$ cat config.mk
export PLATFORM = sky130hd
export DESIGN_NAME = pre_neuron_array
export DESIGN_NICKNAME = d
export VERILOG_FILES = /design/src/rtl/snn_ff_pkg.sv /design/src/rtl/spike_popcount.sv /design/src/rtl/pre_neuron_array.sv
export SDC_FILE = /design/constraint.sdc
export NUM_CORES = 2
export LEC_CHECK = 0
export CAP_MARGIN = 20
export CORE_MARGIN = 4
export CORE_UTILIZATION = 50
export DETAILED_ROUTE_END_ITERATION = 8
export GPL_ROUTABILITY_DRIVEN = 0
export PLACE_DENSITY = 0.65
export SETUP_SLACK_MARGIN = 0.3
export SLEW_MARGIN = 20
export SYNTH_ARGS = -nofsm -noshare
export SYNTH_HDL_FRONTEND = slang
export SYNTH_HIERARCHICAL = 1
export SYNTH_SLANG_ARGS = --single-unit
$ cat constraint.sdc
create_clock -name CLK -period 7.7 [get_ports CLK]
set_input_delay 1.925 -clock CLK [delete_from_list [all_inputs] [get_ports CLK]]
set_output_delay 1.925 -clock CLK [all_outputs]
set_load 0.01 [all_outputs]
$ cat src/rtl/snn_ff_pkg.sv
// Shared types and helpers for the FF-STDP spike-history blocks.
//
// Contents:
//   pre_arr_state_t : FSM state of pre_neuron_array (S_IDLE, S_CLEAR)
//   POPCOUNT_MAX_W  : widest bit vector the popcount helper accepts
//   popcount()      : number of set bits in a zero-extended vector
package snn_ff_pkg;

  typedef enum logic {
    S_IDLE  = 1'b0,
    S_CLEAR = 1'b1
  } pre_arr_state_t;

  // Callers zero-extend their vector to this width, so one function body
  // serves every history width up to this limit.
  localparam int unsigned POPCOUNT_MAX_W = 256;

  function automatic int unsigned popcount(input logic [POPCOUNT_MAX_W-1:0] v);
    int unsigned n;
    n = 0;
    for (int i = 0; i < POPCOUNT_MAX_W; i++) begin
      n = n + 32'(v[i]);
    end
    return n;
  endfunction

endpackage

$ cat src/rtl/spike_popcount.sv
// Combinational popcount of one spike-history bitmap.
//
// Ports:
//   i_bits : TIME_STEP-bit spike bitmap
//   o_cnt  : number of set bits, 0..TIME_STEP
module spike_popcount
  import snn_ff_pkg::*;
#(
  parameter int TIME_STEP = 8,
  parameter int CNT_W     = $clog2(TIME_STEP + 1)
) (
  input  logic [TIME_STEP-1:0] i_bits,
  output logic [CNT_W-1:0]     o_cnt
);

  always_comb begin
    o_cnt = CNT_W'(popcount(POPCOUNT_MAX_W'(i_bits)));
  end

endmodule

$ cat src/rtl/pre_neuron_array.sv
// Spike-history register file for N_PRE pre-synaptic neurons.
//
// Each neuron owns a TIME_STEP-bit bitmap; bit t is set when a spike event
// for that neuron arrives while current_time_step == t. A time-reference
// pulse starts a sweep that zeroes one entry per cycle. A 1-cycle readout
// port returns a bitmap and its popcount to the learning engine.
//
// Handshake: an event is transferred on a clock edge where evt_valid and
// evt_ready are both high; evt_ready depends only on registered state, and
// the producer may hold or drop evt_valid freely while evt_ready is low.
//
// Ports:
//   CLK, RST          : clock, synchronous active-high reset
//   current_time_step : step index applied to accepted events
//   evt_valid/addr    : spike event stream in; evt_ready out
//   time_ref_event    : pulse starting a clear sweep
//   clear_busy        : sweep in progress; clear_done pulses on its last cycle
//   rd_req/rd_addr    : readout request; rd_valid/rd_hist/rd_cnt one cycle later
//   ts_err            : sticky, an event arrived with an out-of-range step
//   dbg_state         : current FSM state
module pre_neuron_array
  import snn_ff_pkg::*;
#(
  parameter int N_PRE     = 256,
  parameter int TIME_STEP = 8,
  parameter int ADDR_W    = $clog2(N_PRE),
  parameter int TS_W      = $clog2(TIME_STEP),
  parameter int CNT_W     = $clog2(TIME_STEP + 1)
) (
  input  logic                 CLK,
  input  logic                 RST,
  input  logic [TS_W-1:0]      current_time_step,
  input  logic                 evt_valid,
  input  logic [ADDR_W-1:0]    evt_addr,
  output logic                 evt_ready,
  input  logic                 time_ref_event,
  output logic                 clear_busy,
  output logic                 clear_done,
  input  logic                 rd_req,
  input  logic [ADDR_W-1:0]    rd_addr,
  output logic                 rd_valid,
  output logic [TIME_STEP-1:0] rd_hist,
  output logic [CNT_W-1:0]     rd_cnt,
  output logic                 ts_err,
  output pre_arr_state_t       dbg_state
);

  localparam logic [ADDR_W-1:0] LAST_ADDR = ADDR_W'(N_PRE - 1);

  pre_arr_state_t       r_state;
  pre_arr_state_t       w_state_nxt;
  logic [ADDR_W-1:0]    r_ptr;
  logic [ADDR_W-1:0]    w_ptr_nxt;
  logic [TIME_STEP-1:0] r_hist [N_PRE];

  logic                 r_evt_ready;
  logic                 r_ts_err;
  logic                 r_rd_valid;
  logic [TIME_STEP-1:0] r_rd_hist;
  logic [CNT_W-1:0]     r_rd_cnt;

  logic                 w_evt_fire;
  logic                 w_evt_addr_ok;
  logic                 w_rd_addr_ok;
  logic                 w_ts_ok;
  logic                 w_sweep_last;
  logic                 w_rd_fire;
  logic [TIME_STEP-1:0] w_set_mask;
  logic [TIME_STEP-1:0] w_rd_word;
  logic [CNT_W-1:0]     w_rd_word_cnt;

  // Range checks only exist when the index width can encode values past
  // the end of the array / window; otherwise they are constant true.
  generate
    if (N_PRE == (1 << ADDR_W)) begin : g_addr_full
      assign w_evt_addr_ok = 1'b1;
      assign w_rd_addr_ok  = 1'b1;
    end else begin : g_addr_part
      assign w_evt_addr_ok = (evt_addr <= LAST_ADDR);
      assign w_rd_addr_ok  = (rd_addr <= LAST_ADDR);
    end

    if (TIME_STEP == (1 << TS_W)) begin : g_ts_full
      assign w_ts_ok = 1'b1;
    end else begin : g_ts_part
      assign w_ts_ok = (current_time_step < TS_W'(TIME_STEP));
    end
  endgenerate

  // evt_ready is only ever high in IDLE, so it doubles as the IDLE gate.
  assign w_evt_fire   = evt_valid && r_evt_ready;
  assign w_rd_fire    = rd_req && (r_state == S_IDLE);
  assign w_sweep_last = (r_state == S_CLEAR) && (r_ptr == LAST_ADDR);

  always_comb begin
    w_set_mask = '0;
    for (int t = 0; t < TIME_STEP; t++) begin
      w_set_mask[t] = (current_time_step == TS_W'(t));
    end
  end

  always_comb begin
    w_rd_word = '0;
    if (w_rd_addr_ok) begin
      w_rd_word = r_hist[rd_addr];
    end
  end

  spike_popcount #(
    .TIME_STEP (TIME_STEP),
    .CNT_W     (CNT_W)
  ) u_popcount (
    .i_bits (w_rd_word),
    .o_cnt  (w_rd_word_cnt)
  );

  // FSM next state. time_ref_event is only looked at in IDLE, so a pulse
  // arriving mid-sweep neither restarts nor extends the sweep.
  always_comb begin
    w_state_nxt = r_state;
    w_ptr_nxt   = r_ptr;
    case (r_state)
      S_IDLE: begin
        if (time_ref_event) begin
          w_state_nxt = S_CLEAR;
          w_ptr_nxt   = '0;
        end
      end
      S_CLEAR: begin
        if (w_sweep_last) begin
          w_state_nxt = S_IDLE;
          w_ptr_nxt   = '0;
        end else begin
          w_ptr_nxt = r_ptr + ADDR_W'(1);
        end
      end
      default: begin
        w_state_nxt = S_IDLE;
        w_ptr_nxt   = '0;
      end
    endcase
  end

  always_ff @(posedge CLK) begin
    if (RST) begin
      r_state     <= S_IDLE;
      r_ptr       <= '0;
      r_evt_ready <= 1'b0;
      r_ts_err    <= 1'b0;
      r_rd_valid  <= 1'b0;
      r_rd_hist   <= '0;
      r_rd_cnt    <= '0;
    end else begin
      r_state     <= w_state_nxt;
      r_ptr       <= w_ptr_nxt;
      r_evt_ready <= (w_state_nxt == S_IDLE);
      if (w_evt_fire && !w_ts_ok) begin
        r_ts_err <= 1'b1;
      end
      r_rd_valid <= w_rd_fire;
      if (w_rd_fire) begin
        r_rd_hist <= w_rd_word;
        r_rd_cnt  <= w_rd_word_cnt;
      end
    end
  end

  // Register file. The read above samples r_hist before this edge updates
  // it, so a same-cycle read of a written entry returns the old bitmap.
  // Writes happen only in IDLE and sweep clears only in CLEAR, so the two
  // never compete for an entry.
  always_ff @(posedge CLK) begin
    if (RST) begin
      for (int i = 0; i < N_PRE; i++) begin
        r_hist[i] <= '0;
      end
    end else if (r_state == S_CLEAR) begin
      r_hist[r_ptr] <= '0;
    end else if (w_evt_fire && w_evt_addr_ok && w_ts_ok) begin
      r_hist[evt_addr] <= r_hist[evt_addr] | w_set_mask;
    end
  end

  assign evt_ready  = r_evt_ready;
  assign clear_busy = (r_state == S_CLEAR);
  assign clear_done = w_sweep_last;
  assign rd_valid   = r_rd_valid;
  assign rd_hist    = r_rd_hist;
  assign rd_cnt     = r_rd_cnt;
  assign ts_err     = r_ts_err;
  assign dbg_state  = r_state;

endmodule

==> impl_metrics.yaml <==
outcome:
  status: "finished clean"
setup_path:
  crit_chain: "buf_8 > buf_12 > buf_12 > buf_4 > buf_4 > mux4_2 > mux2i_1 > a221oi_1 > buf_4 > nor3_1 > nor4_1 > nor2_1 > nor2_1 > inv_1 > fa_1 > fa_1 > inv_1 > ha_1 > inv_1 > fa_1 > xnor2_1 > nand2_1 > a21oi_1"
  critPathKind: "in2reg"
  arrival_ns: 7.58
  rr_worst_depth: 19
  worstPathRequired_ns: 8.51
  max_stage_delay_ns: 0.61
  slowest_stage: "nor3_1"
  path_max_fanout: 36
  start_kind: "input pin"
  critPathCaptureType: "flip-flop"
yosys:
  yosysMostFrequentCell: "nor2_1"
  synth_top_area_share_pct: 56.63
  synth_edf_count: 2048
  yosysTopAreaCell: "edfxtp_1"
  avgSynthCellArea_um2: 14.22
  syn-cell-area_um2: 108600
  ys_top_cells_by_count: "nor2_1 (2,170), edfxtp_1 (2,048), mux4_2 (1,087)"
  synth-seq-cells: 2071
  yosys_warnings: 6
  ys_types: 74
  synth_ff_type: "edfxtp_1"
  synth_nets: 7666
  ys_seq_area_share_pct: 57.06
  synthCells: 7634
  synth_area_leaders: "edfxtp_1 (57%), mux4_2 (23%), nor2_1 (7.5%)"
  async_flop_share_pct: 0
final_layout:
  fin_cells: 10680
  syn_to_final_growth_pct: 11.21
  drive_gt1_share_pct: 25.25
  fin_nets: 7658
  final_util_pct: 56.10
  fillers: 17080
cts:
  clockBufferDepth: 3
  h-tree-depth: 4
  clkTransAtPathRegs_ns: 0.06
  cts_tree: "yes"
  clk_latency_ns: 0.90
  cts_root_buf: "clkbuf_16"
  post_cts_buffers: 0
  cts.sinks: 2071
  cts_buffers: 215
  ctsHoldBuffers: 0
  cts_resized: 0
grt:
  grt_pass1_vias: 74030
  grt_pass1_wl_mm: 568.9
  grt_overflow: 0
  grt_max_degree: 113
  track_usage_pct: 35.97
  antenna_found_initial: 34
drt:
  drt_pre_antenna_iters: 7
  top_layer_used: "met5"
  routed_via_density: 7.267
  met3_length_mm: 64.80
  drt_iter0_drc: 13740
  wl_per_cell_um: 38.11
  drt-total-wl_mm: 407.1
  route.detailed.drc: 0
  routed-wl-met2_mm: 174.4
  met1_length_mm: 135.0
  ant_nets: 0
  vias: 77630
power:
  sw_frac_of_total_pct: 26.43
  internal_power_w: 0.02033
  combinationalPowerShare_pct: 13.1
  irDropWorstVdd_mv: 0.2478
  p_seq_share_pct: 47.1
  p_per_area_nw_per_um2: 228.8
  clkPwrFrac_pct: 39.8
  p_switching_w: 0.007304
  p_total_w: 0.02764
  p_leak_nw: 41.98
placed_design:
  portBuffers: 40
  dp.cells: 10240
  preCtsSetupSlack_ns: 0.2783
  dp_hpwl_mm: 280.0
timing:
  fmaxAchievable_mhz: 147.6
  rsz0062_at_grt: "no"
  period_minus_slack_ns: 6.776
  fin_crit_sh_pct: 88.00
  fin_skew_ns: 0.05175
  tightestPinTransition_ns: 1.370
  finalSetupViolCount: 0
  tns_ns: 0
  slew_headroom_pct: 7.455
  setup_ws_ns: 0.9241
  slew_violations: 0
  hold_viol_final: 0
die:
  start_util_pct: 50.45
  die-width_um: 474.0
  rows: 170
  core_um2: 215300
  io_pins: 42
  die-area_um2: 224700
  fp.dieH_um: 474.0
min_path:
  hold_path_class: "reg2reg"
  hold_depth: 2
job:
  maxCapViolCount: 0
==> cell type report <==
| class | instances | area (um^2) | area share (%) |
|---|---|---|---|
| antenna | 39 | 97.59 | 0.08081 |
| clock buffer | 255 | 5615 | 4.650 |
| clock inverter | 142 | 1679 | 1.390 |
| inverter | 26 | 110.1 | 0.09118 |
| multi-input combinational | 4857 | 43490 | 36.02 |
| sequential | 2071 | 61960 | 51.31 |
| tap | 2838 | 3551 | 2.940 |
| timing repair buffer | 455 | 4258 | 3.526 |
==> per-stage QoR <==
| stage | cell area [um^2] | hold slack, ns |
|---|---|---|
| after CTS | 120600 | 0.5467 |
| final | 120800 | 0.5698 |
| after global routing | 120700 | 0.5898 |
| after detailed placement | 113300 | 0.5382 |
| after floorplan | 108600 | 0.4805 |
| after global placement | 113200 | 0.5377 |
==> kinds of logic (layout without fill, tap and decap cells) <==
| family | count (synthesis) | after routing | synth area share (%) |
|---|---|---|---|
| fa+ha+maj | 8 | 8 | 0.1198 |
| xor+xnor | 2 | 2 | 0.01613 |
| other cells | 1 | 40 | 0.003453 |
| compound gates | 721 | 721 | 4.731 |
| flops | 2071 | 2071 | 57.06 |
| buf+inv | 706 | 878 | 3.393 |
| mux | 1283 | 1283 | 24.38 |
| simple gates | 2842 | 2842 | 10.29 |
==> state kept, by name, summed over array words and instances (netlist names) <==
name	cells
rd_cnt	4
rd_hist	8
evt_ready	1
r_hist	2048
r_ptr	8
clear_busy	1
rd_valid	1
==> layout by cell type (no fill, tap or decap), types with 39 or more instances in the layout <==
cell,instances
clkinv_2,47
mux2i_1,167
mux4_2,1087
o21bai_1,65
nand2_1,439
clkbuf_16,219
o21ai_0,44
edfxtp_1,2048
buf_4,354
a22oi_1,81
nor3_1,42
nor2_1,2154
a21o_1,192
o22ai_1,53
clkinv_1,40
a21oi_1,69
nand3_1,46
buf_12,57
diode_2,39
==> worst max-delay path: cells and delay by family <==
family | cells | cell delay (ns)
AO/OA/AOI/OAI | 2 | 0.28
AND/OR/NAND/NOR | 5 | 1.23
adder cells (fa/ha/maj) | 4 | 1.45
XOR/XNOR | 1 | 0.17
buffers and inverters | 9 | 1.70
multiplexers | 2 | 0.69
==> per-layer routing <==
metal / vias to the layer above / global-route usage [%]
met2: 7376 / 51.14
met4: 22 / 23.04
met5: - / 0.6706
li1: 29490 / -
met1: 39270 / 46.48
met3: 1474 / 13.61
==> worst paths after layout <==
kind / slack, ns / start / end
worst max-delay path: 0.92 / rd_addr[0] / rd_cnt[2]
worst min-delay path: 0.57 / rd_cnt[1] / rd_cnt[1]
worst max register to register: 2.04 / r_hist[120][1] / rd_cnt[2]
worst min register to register: 0.57 / rd_cnt[1] / rd_cnt[1]
==> power groups by stage <==
| stage | sequential (W) | clock (W) | combinational, W |
|---|---|---|---|
| finish | 0.0130 | 0.0110 | 0.00362 |
| detailed placement | 0.0132 | 0 | 0.00348 |
| global placement | 0.0132 | 0 | 0.00346 |
| floorplan | 0.0131 | 0 | 0.00224 |
| CTS | 0.0130 | 0.0110 | 0.00349 |
| global route | 0.0130 | 0.0114 | 0.00367 |
Note: power is estimated with default switching activity, not from simulation.
